[config.mk]
export PLATFORM = sky130hd
export DESIGN_NAME = gpio_pin_ctrl
export DESIGN_NICKNAME = d
export VERILOG_FILES = /design/src/rtl/gpio_pin_ctrl.sv
export SDC_FILE = /design/constraint.sdc
export NUM_CORES = 1
export LEC_CHECK = 0
export ABC_AREA = 0
export BUFFER_PORTS_ARGS = -buffer_cell sky130_fd_sc_hd__buf_2
export CELL_PAD_IN_SITES_DETAIL_PLACEMENT = 0
export CELL_PAD_IN_SITES_GLOBAL_PLACEMENT = 2
export CORE_MARGIN = 2
export CORE_UTILIZATION = 34
export DETAILED_ROUTE_END_ITERATION = 8
export PLACE_DENSITY_LB_ADDON = 0.1
export RECOVER_POWER = 50
export SYNTH_ARGS = -nofsm -noshare
export SYNTH_HDL_FRONTEND = slang
export SYNTH_SLANG_ARGS = --single-unit
[constraint.sdc]
create_clock -name clk -period 1.9 [get_ports clk]
set_clock_uncertainty 0.1 [all_clocks]
set_input_delay 0.57 -clock clk [delete_from_list [all_inputs] [get_ports clk]]
set_output_delay 0.57 -clock clk [all_outputs]
set_load 0.05 [all_outputs]
[src/rtl/gpio_pin_ctrl.sv]
// Pad-side GPIO stage: registered output/enable, input synchronizer and debouncer,
// and sticky per-pin edge flags that combine into a single interrupt line.
module gpio_pin_ctrl #(
    parameter int WIDTH           = 16,
    parameter int SYNC_STAGES     = 2,
    parameter int DEBOUNCE_CYCLES = 4
) (
    input  logic             clk,
    input  logic             reset,
    input  logic [WIDTH-1:0] rf_gpio_datareg,
    input  logic [WIDTH-1:0] rf_gpio_tristate,
    input  logic [WIDTH-1:0] rf_gpio_interrupt_mask,
    input  logic [WIDTH-1:0] irq_clear,
    input  logic [WIDTH-1:0] pin_in,
    output logic [WIDTH-1:0] pin_out,
    output logic [WIDTH-1:0] pin_oe,
    output logic [WIDTH-1:0] ro_gpio_pinstate,
    output logic [WIDTH-1:0] irq_pending,
    output logic             irq
);

    localparam logic [7:0] CNT_MAX = 8'(DEBOUNCE_CYCLES - 1);

    logic [WIDTH-1:0] sync_q [SYNC_STAGES];
    logic [7:0]       cnt_q  [WIDTH];
    logic [7:0]       cnt_d  [WIDTH];
    logic [WIDTH-1:0] pinstate_q, pinstate_d;
    logic [WIDTH-1:0] pending_q, pending_d;
    logic [WIDTH-1:0] pin_out_q, pin_oe_q;
    logic [WIDTH-1:0] sync_s;
    logic [WIDTH-1:0] edge_set;

    assign sync_s = sync_q[SYNC_STAGES-1];

    // A bit only updates after s has disagreed with pinstate for DEBOUNCE_CYCLES
    // consecutive edges; the update edge itself is the one that may set pending.
    always_comb begin
        pinstate_d = pinstate_q;
        edge_set   = '0;
        for (int i = 0; i < WIDTH; i++) begin
            cnt_d[i] = cnt_q[i];
            if (sync_s[i] == pinstate_q[i]) begin
                cnt_d[i] = '0;
            end else if (cnt_q[i] == CNT_MAX) begin
                pinstate_d[i] = sync_s[i];
                cnt_d[i]      = '0;
                edge_set[i]   = rf_gpio_tristate[i] & rf_gpio_interrupt_mask[i];
            end else begin
                cnt_d[i] = cnt_q[i] + 8'd1;
            end
        end
    end

    // Set beats clear when both land on the same edge.
    assign pending_d = (pending_q & ~irq_clear) | edge_set;

    always_ff @(posedge clk) begin
        if (reset) begin
            for (int k = 0; k < SYNC_STAGES; k++) begin
                sync_q[k] <= '0;
            end
            for (int i = 0; i < WIDTH; i++) begin
                cnt_q[i] <= '0;
            end
            pinstate_q <= '0;
            pending_q  <= '0;
            pin_out_q  <= '0;
            pin_oe_q   <= '0;
        end else begin
            sync_q[0] <= pin_in;
            for (int k = 1; k < SYNC_STAGES; k++) begin
                sync_q[k] <= sync_q[k-1];
            end
            for (int i = 0; i < WIDTH; i++) begin
                cnt_q[i] <= cnt_d[i];
            end
            pinstate_q <= pinstate_d;
            pending_q  <= pending_d;
            pin_out_q  <= rf_gpio_datareg;
            pin_oe_q   <= ~rf_gpio_tristate;
        end
    end

    assign pin_out          = pin_out_q;
    assign pin_oe           = pin_oe_q;
    assign ro_gpio_pinstate = pinstate_q;
    assign irq_pending      = pending_q;
    assign irq              = |(pending_q & rf_gpio_interrupt_mask);

endmodule
Yosys cells after proc, flatten, opt, wreduce, memory -nomap -nowiden
Memory sizes are Yosys's and may differ from the RTL's.
Index checks and enable logic that the tools add are counted.
Operators by class
  bitwise gates (word level): 55
  reductions and logical operators: 17
  eq/ne operators: 32
  multiplexer cells: 85
  add/sub/neg operators: 16
Operators by type and width (number)
  $mux W8: 48
  $add A8 B1 Y8 const B: 16
  $eq A8 B2 Y1 const B: 16
  $mux W1: 35
  $and A16 B16 Y16: 2
  $mux W16: 2
  $not A16 Y16: 2
  $reduce_and A2 Y1: 16
  $or A1 B1 Y1: 18
  $and A1 B1 Y1: 16
  $eq A1 B1 Y1: 16
  $not A1 Y1: 16
  $or A16 B16 Y16: 1
  $reduce_or A16 Y1: 1
Word-level totals
  bits in writable memories: 160
  output and inout port bits: 65
  bits of input ports: 82
  bits in registers: 64
  logic and storage cells: 226
  memories kept: 2
Memories
  cnt_q: depth 16, bits a word 8, rd ports 16, clocked after memory_dff 0, wr ports 16, RTL line 25  | logic [7:0] cnt_q [WIDTH];
  sync_q: depth 2, bits a word 16, rd ports 2, clocked after memory_dff 0, wr ports 2, RTL line 24  | logic [WIDTH-1:0] sync_q [SYNC_STAGES];

Logic depth before layout (Yosys ltp)
  depth in word-level cells: 4
  depth in mapped cells: 5
  gate-level depth less buffers: 4

Least setup slack after synthesis
OpenSTA, ideal clock, no wires.
  path kind: input-to-output
  from: in rf_gpio_interrupt_mask[13]
  to: out irq
  slack: -263 ps
  data arrival time: 1493 ps
  required time: 1230 ps
  cell stages on the path: 3
  path buffers: 0
  path through: a22o_1 a221oi_1 nand4_1
Between the ends
  longest elaborated chain between the ends: 2
Ends and longest elaborated chain
  start: declaration: RTL line 12  | input logic [WIDTH-1:0] rf_gpio_interrupt_mask,
  $and A16 B16 Y16: RTL line 88  | assign irq = |(pending_q & rf_gpio_interrupt_mask);
  $reduce_or A16 Y1: RTL line 88
  end: declaration: RTL line 19  | output logic irq
Every way passes these cells.

Final worst setup path
  from: reg pending_q[13] (netlist: irq_pending[13])
  to: out irq
Between the ends
  longest elaborated chain between the ends: 2
Ends and longest elaborated chain
  start: declaration: RTL line 28  | logic [WIDTH-1:0] pending_q, pending_d;
  start signal: assignment: RTL line 78  | pending_q <= pending_d;
  $and A16 B16 Y16: RTL line 88
  $reduce_or A16 Y1: RTL line 88
Every way passes these cells.

==> Implementation_results.wiki <==
{| class="wikitable"
! Metric !! Value
|-
| Synthesized area per cell || 9.43 um^2
|-
| Worst Reg2Reg Path Length in Cells || 4
|-
| Ratio of final minimum period to clock period || 1.23
|-
| Hpwl dp || 14900 um
|-
| Hold violation total from the final report || 0
|-
| Cell type with the highest aggregate area in the netlist || sky130_fd_sc_hd__dfxtp_1
|-
| Failing checks || negative setup slack
|-
| Number of buffers inserted for hold repair after clock tree synthesis || 0
|-
| Slew Viols, Final || 0
|-
| Top flip-flop cell by instance count after synthesis || sky130_fd_sc_hd__dfxtp_1
|-
| Net switching power of the design || 2.24 mW
|-
| Outcome || complete, but fails checks
|-
| Power density cells || 923 nW/um^2
|-
| Summed instance area of the synthesized netlist || 8680 um^2
|-
| Number of nets in the layout || 1233
|-
| Buffers from clock root to sink, at most || 3
|-
| Post-Route Hold Slack || 107 ps
|-
| Max-cap violations || 0
|-
| Wire length of the first global-routing pass || 33700 um
|-
| Root buffer cell || sky130_fd_sc_hd__clkbuf_16
|-
| Synth Warn # || 0
|-
| Cells taking the most area after synthesis || sky130_fd_sc_hd__dfxtp_1, sky130_fd_sc_hd__xor2_1, sky130_fd_sc_hd__nand3_1
|-
| Number of cell rows || 58
|-
| Routed wire length per instance || 13.8 um
|-
| Total Routing Usage GR || 0.153
|-
| Starting density of the core || 0.346
|-
| Pin count of the biggest net entering global routing || 26
|-
| Number of I/O port buffers || 146
|-
| Minimum period implied by the final worst setup slack || 2340 ps
|-
| Critical path class || flip-flop to output pin
|-
| Leak Pwr || 4.30 nW
|-
| Critical path arrival || 1670 ps
|-
| Setup slack of the critical path after layout || -444 ps
|-
| Proportion of total power due to net switching || 0.218
|-
| Share of Yosys cell area claimed by the top area cell type || 0.516
|-
| Clock-pin slew on the worst setup and hold paths || 60 ps
|-
| Capturing element type of the critical path || output pin
|-
| Placeable Area || 25100 um^2
|-
| Ratio of cells with drive above 1 in the final layout || 0.240
|-
| Number of flip-flops and latches in the synthesized netlist || 224
|-
| # IOs || 147
|-
| Total wire length || 20500 um
|-
| Number of design rule violations left after detail routing || 0
|-
| Max_slew headroom || 0.318
|-
| Number of instances in the synthesized netlist || 921
|-
| Clk Latency, worst-skew pair || 530 ps
|-
| Worst min path class || input pin to flip-flop
|-
| Portion of the post-synthesis area used by sequential elements || 0.516
|-
| Num Clock Sinks || 224
|-
| Worst Path Max Fanout || 3
|-
| Die outline height || 164 um
|-
| Violation count after the first detailed-routing iteration || 294
|-
| Drt via density || 4.84
|-
| Internal power summed over all cells || 8.04 mW
|-
| Number of synthesized flops with an enable pin || 0
|-
| Via count || 7184
|-
| Synthesized Nets || 1019
|-
| RD Place Congestion || 0.769
|-
| Worst-margin pin slew || 1020 ps
|-
| Max H-tree Level || 1
|-
| Setup total negative slack || -728 ps
|-
| Vias in the first global route || 6788
|-
| Startpoint class of the critical path || flip-flop
|-
| Highest clock frequency the design can meet || 0.427 GHz
|-
| Top library cells by usage in the layout, fill and taps aside || sky130_fd_sc_hd__dfxtp_1, sky130_fd_sc_hd__buf_2, sky130_fd_sc_hd__nor2_1, sky130_fd_sc_hd__nand3_1, sky130_fd_sc_hd__buf_4
|-
| Worst EP required || 1230 ps
|-
| First-pass iteration count of the detailed router || 4
|-
| Number of distinct library cells after synthesis || 39
|-
| Number of clock buffers inserted by TritonCTS || 26
|-
| Number of nets still failing antenna checks after routing || 0
|-
| Design Power || 10.3 mW
|-
| Setup repair after global routing missed its margin || yes
|-
| Share of power burned in combinational logic || 0.044
|-
| Antenna violations before repair || 2
|-
| Floorplan die width || 164 um
|-
| TritonCTS clock tree || built
|-
| GRT Residual Overflow || 0
|-
| Register share of total power || 0.467
|-
| Synth async-reset ratio || 0
|-
| Worst vdd rail ir drop || 0.582 mV
|-
| Endpoints failing setup || 6
|-
| Postcts setup bufs || 0
|-
| Hold path cells || 2
|-
| Commonest non-fill, non-tap cell in the layout || sky130_fd_sc_hd__dfxtp_1
|-
| Total Die Area || 26800 um^2
|-
| Growth of design area from synthesis to finish || 28.4%
|-
| Clock share of power || 0.489
|}
[synthesized netlist by cell type, types with 5 or more instances]
cell	number
sky130_fd_sc_hd__dfxtp_1	224
sky130_fd_sc_hd__o211ai_1	5
sky130_fd_sc_hd__clkbuf_1	16
sky130_fd_sc_hd__xnor2_1	24
sky130_fd_sc_hd__or3b_2	7
sky130_fd_sc_hd__o31ai_1	9
sky130_fd_sc_hd__or3_1	50
sky130_fd_sc_hd__or4_1	10
sky130_fd_sc_hd__o21ai_0	59
sky130_fd_sc_hd__ha_1	16
sky130_fd_sc_hd__inv_1	22
sky130_fd_sc_hd__a31o_2	6
sky130_fd_sc_hd__nor4_1	13
sky130_fd_sc_hd__nor2_1	78
sky130_fd_sc_hd__nand4_1	23
sky130_fd_sc_hd__a21oi_1	46
sky130_fd_sc_hd__nand3_1	68
sky130_fd_sc_hd__nor3_1	24
sky130_fd_sc_hd__and2_1	6
sky130_fd_sc_hd__xor2_1	40
sky130_fd_sc_hd__a211oi_1	18
sky130_fd_sc_hd__nor3b_1	19
sky130_fd_sc_hd__nand2_1	44
sky130_fd_sc_hd__nor2b_1	48
[logic make-up (layout without fill, tap and decap cells)]
family,Yosys count,count (layout),synth area share
AND/OR/NAND/NOR,414,414,0.264
flip-flops,224,224,0.516
AO/OA/AOI/OAI,162,162,0.115
XOR/XNOR,64,64,0.0645
buffers and inverters,41,272,0.0179
adder cells (fa/ha/maj),16,16,0.0231
other,0,1,0
[final timing paths]
check | start | to | slack (ps)
setup / recovery | irq_pending[13] | irq | -440
hold / removal | rf_gpio_tristate[4] | pin_oe[4] | 110
setup reg to reg | cnt_q[0][49] | irq_pending[6] | 100
hold reg to reg | sync_q[0][13] | sync_q[0][29] | 330
[power groups by stage]
stage	Clock (mW)	Sequential (mW)	Combinational [mW]
after global placement	0	4.91	0.472
after global routing	5.42	4.81	0.487
after CTS	5.22	4.81	0.472
after detailed placement	0	4.91	0.470
after floorplan	0	5.04	0.122
final	5.03	4.80	0.448
[layer usage]
| layer | global-route usage | up-vias | wire [um] |
|---|---|---|---|
| li1 | - | 3752 | - |
| met1 | 0.211 | 3251 | 9950 |
| met2 | 0.240 | 142 | 9000 |
| met3 | 0.0301 | 39 | 961 |
| met4 | 0.0522 | 0 | 596 |
| met5 | 0 | - | 0 |
[per-stage QoR]
| stage | cells | setup WS [ps] | utilization | cell area, um^2 |
|---|---|---|---|---|
| after floorplan | 921 | -224 | - | 8710 |
| after global placement | 1437 | -339 | 0.409 | 10300 |
| after detailed placement | 1437 | -336 | 0.409 | 10300 |
| after CTS | 1482 | -490 | 0.445 | 11200 |
| after global routing | 1483 | -531 | 0.444 | 11100 |
| final | 1483 | -444 | 0.444 | 11100 |
[sequential cells by signal, indices dropped and copies added (netlist names)]
register          flops
ro_gpio_pinstate     16
irq_pending          16
pin_out              16
sync_q               32
pin_oe               16
cnt_q               128
[area by class of cell]
cell class | instances | area [um^2]
clock inverters | 7 | 85.1
fillers | 2554 | 14000
inverters | 22 | 82.6
repair buffers | 205 | 1200
multi-input cells | 656 | 4080
flip-flops and latches | 224 | 4490
clock buffers | 38 | 787
well taps | 330 | 413
diodes | 1 | 2.50
[timing repair]
action	in CTS	in global routing
setup endpoints to repair	13	7
pin swaps	0	1
resized for setup	17	7
hold endpoints to repair	0	0
[critical path, stage by stage (launching register included)]
cell                       delay, ps
sky130_fd_sc_hd__dfxtp_2         320
sky130_fd_sc_hd__a22o_1          220
sky130_fd_sc_hd__a221oi_2        180
sky130_fd_sc_hd__buf_4           160
sky130_fd_sc_hd__nand4_1          90
sky130_fd_sc_hd__buf_6           180
No activity file was read; power rests on OpenSTA's default activity.
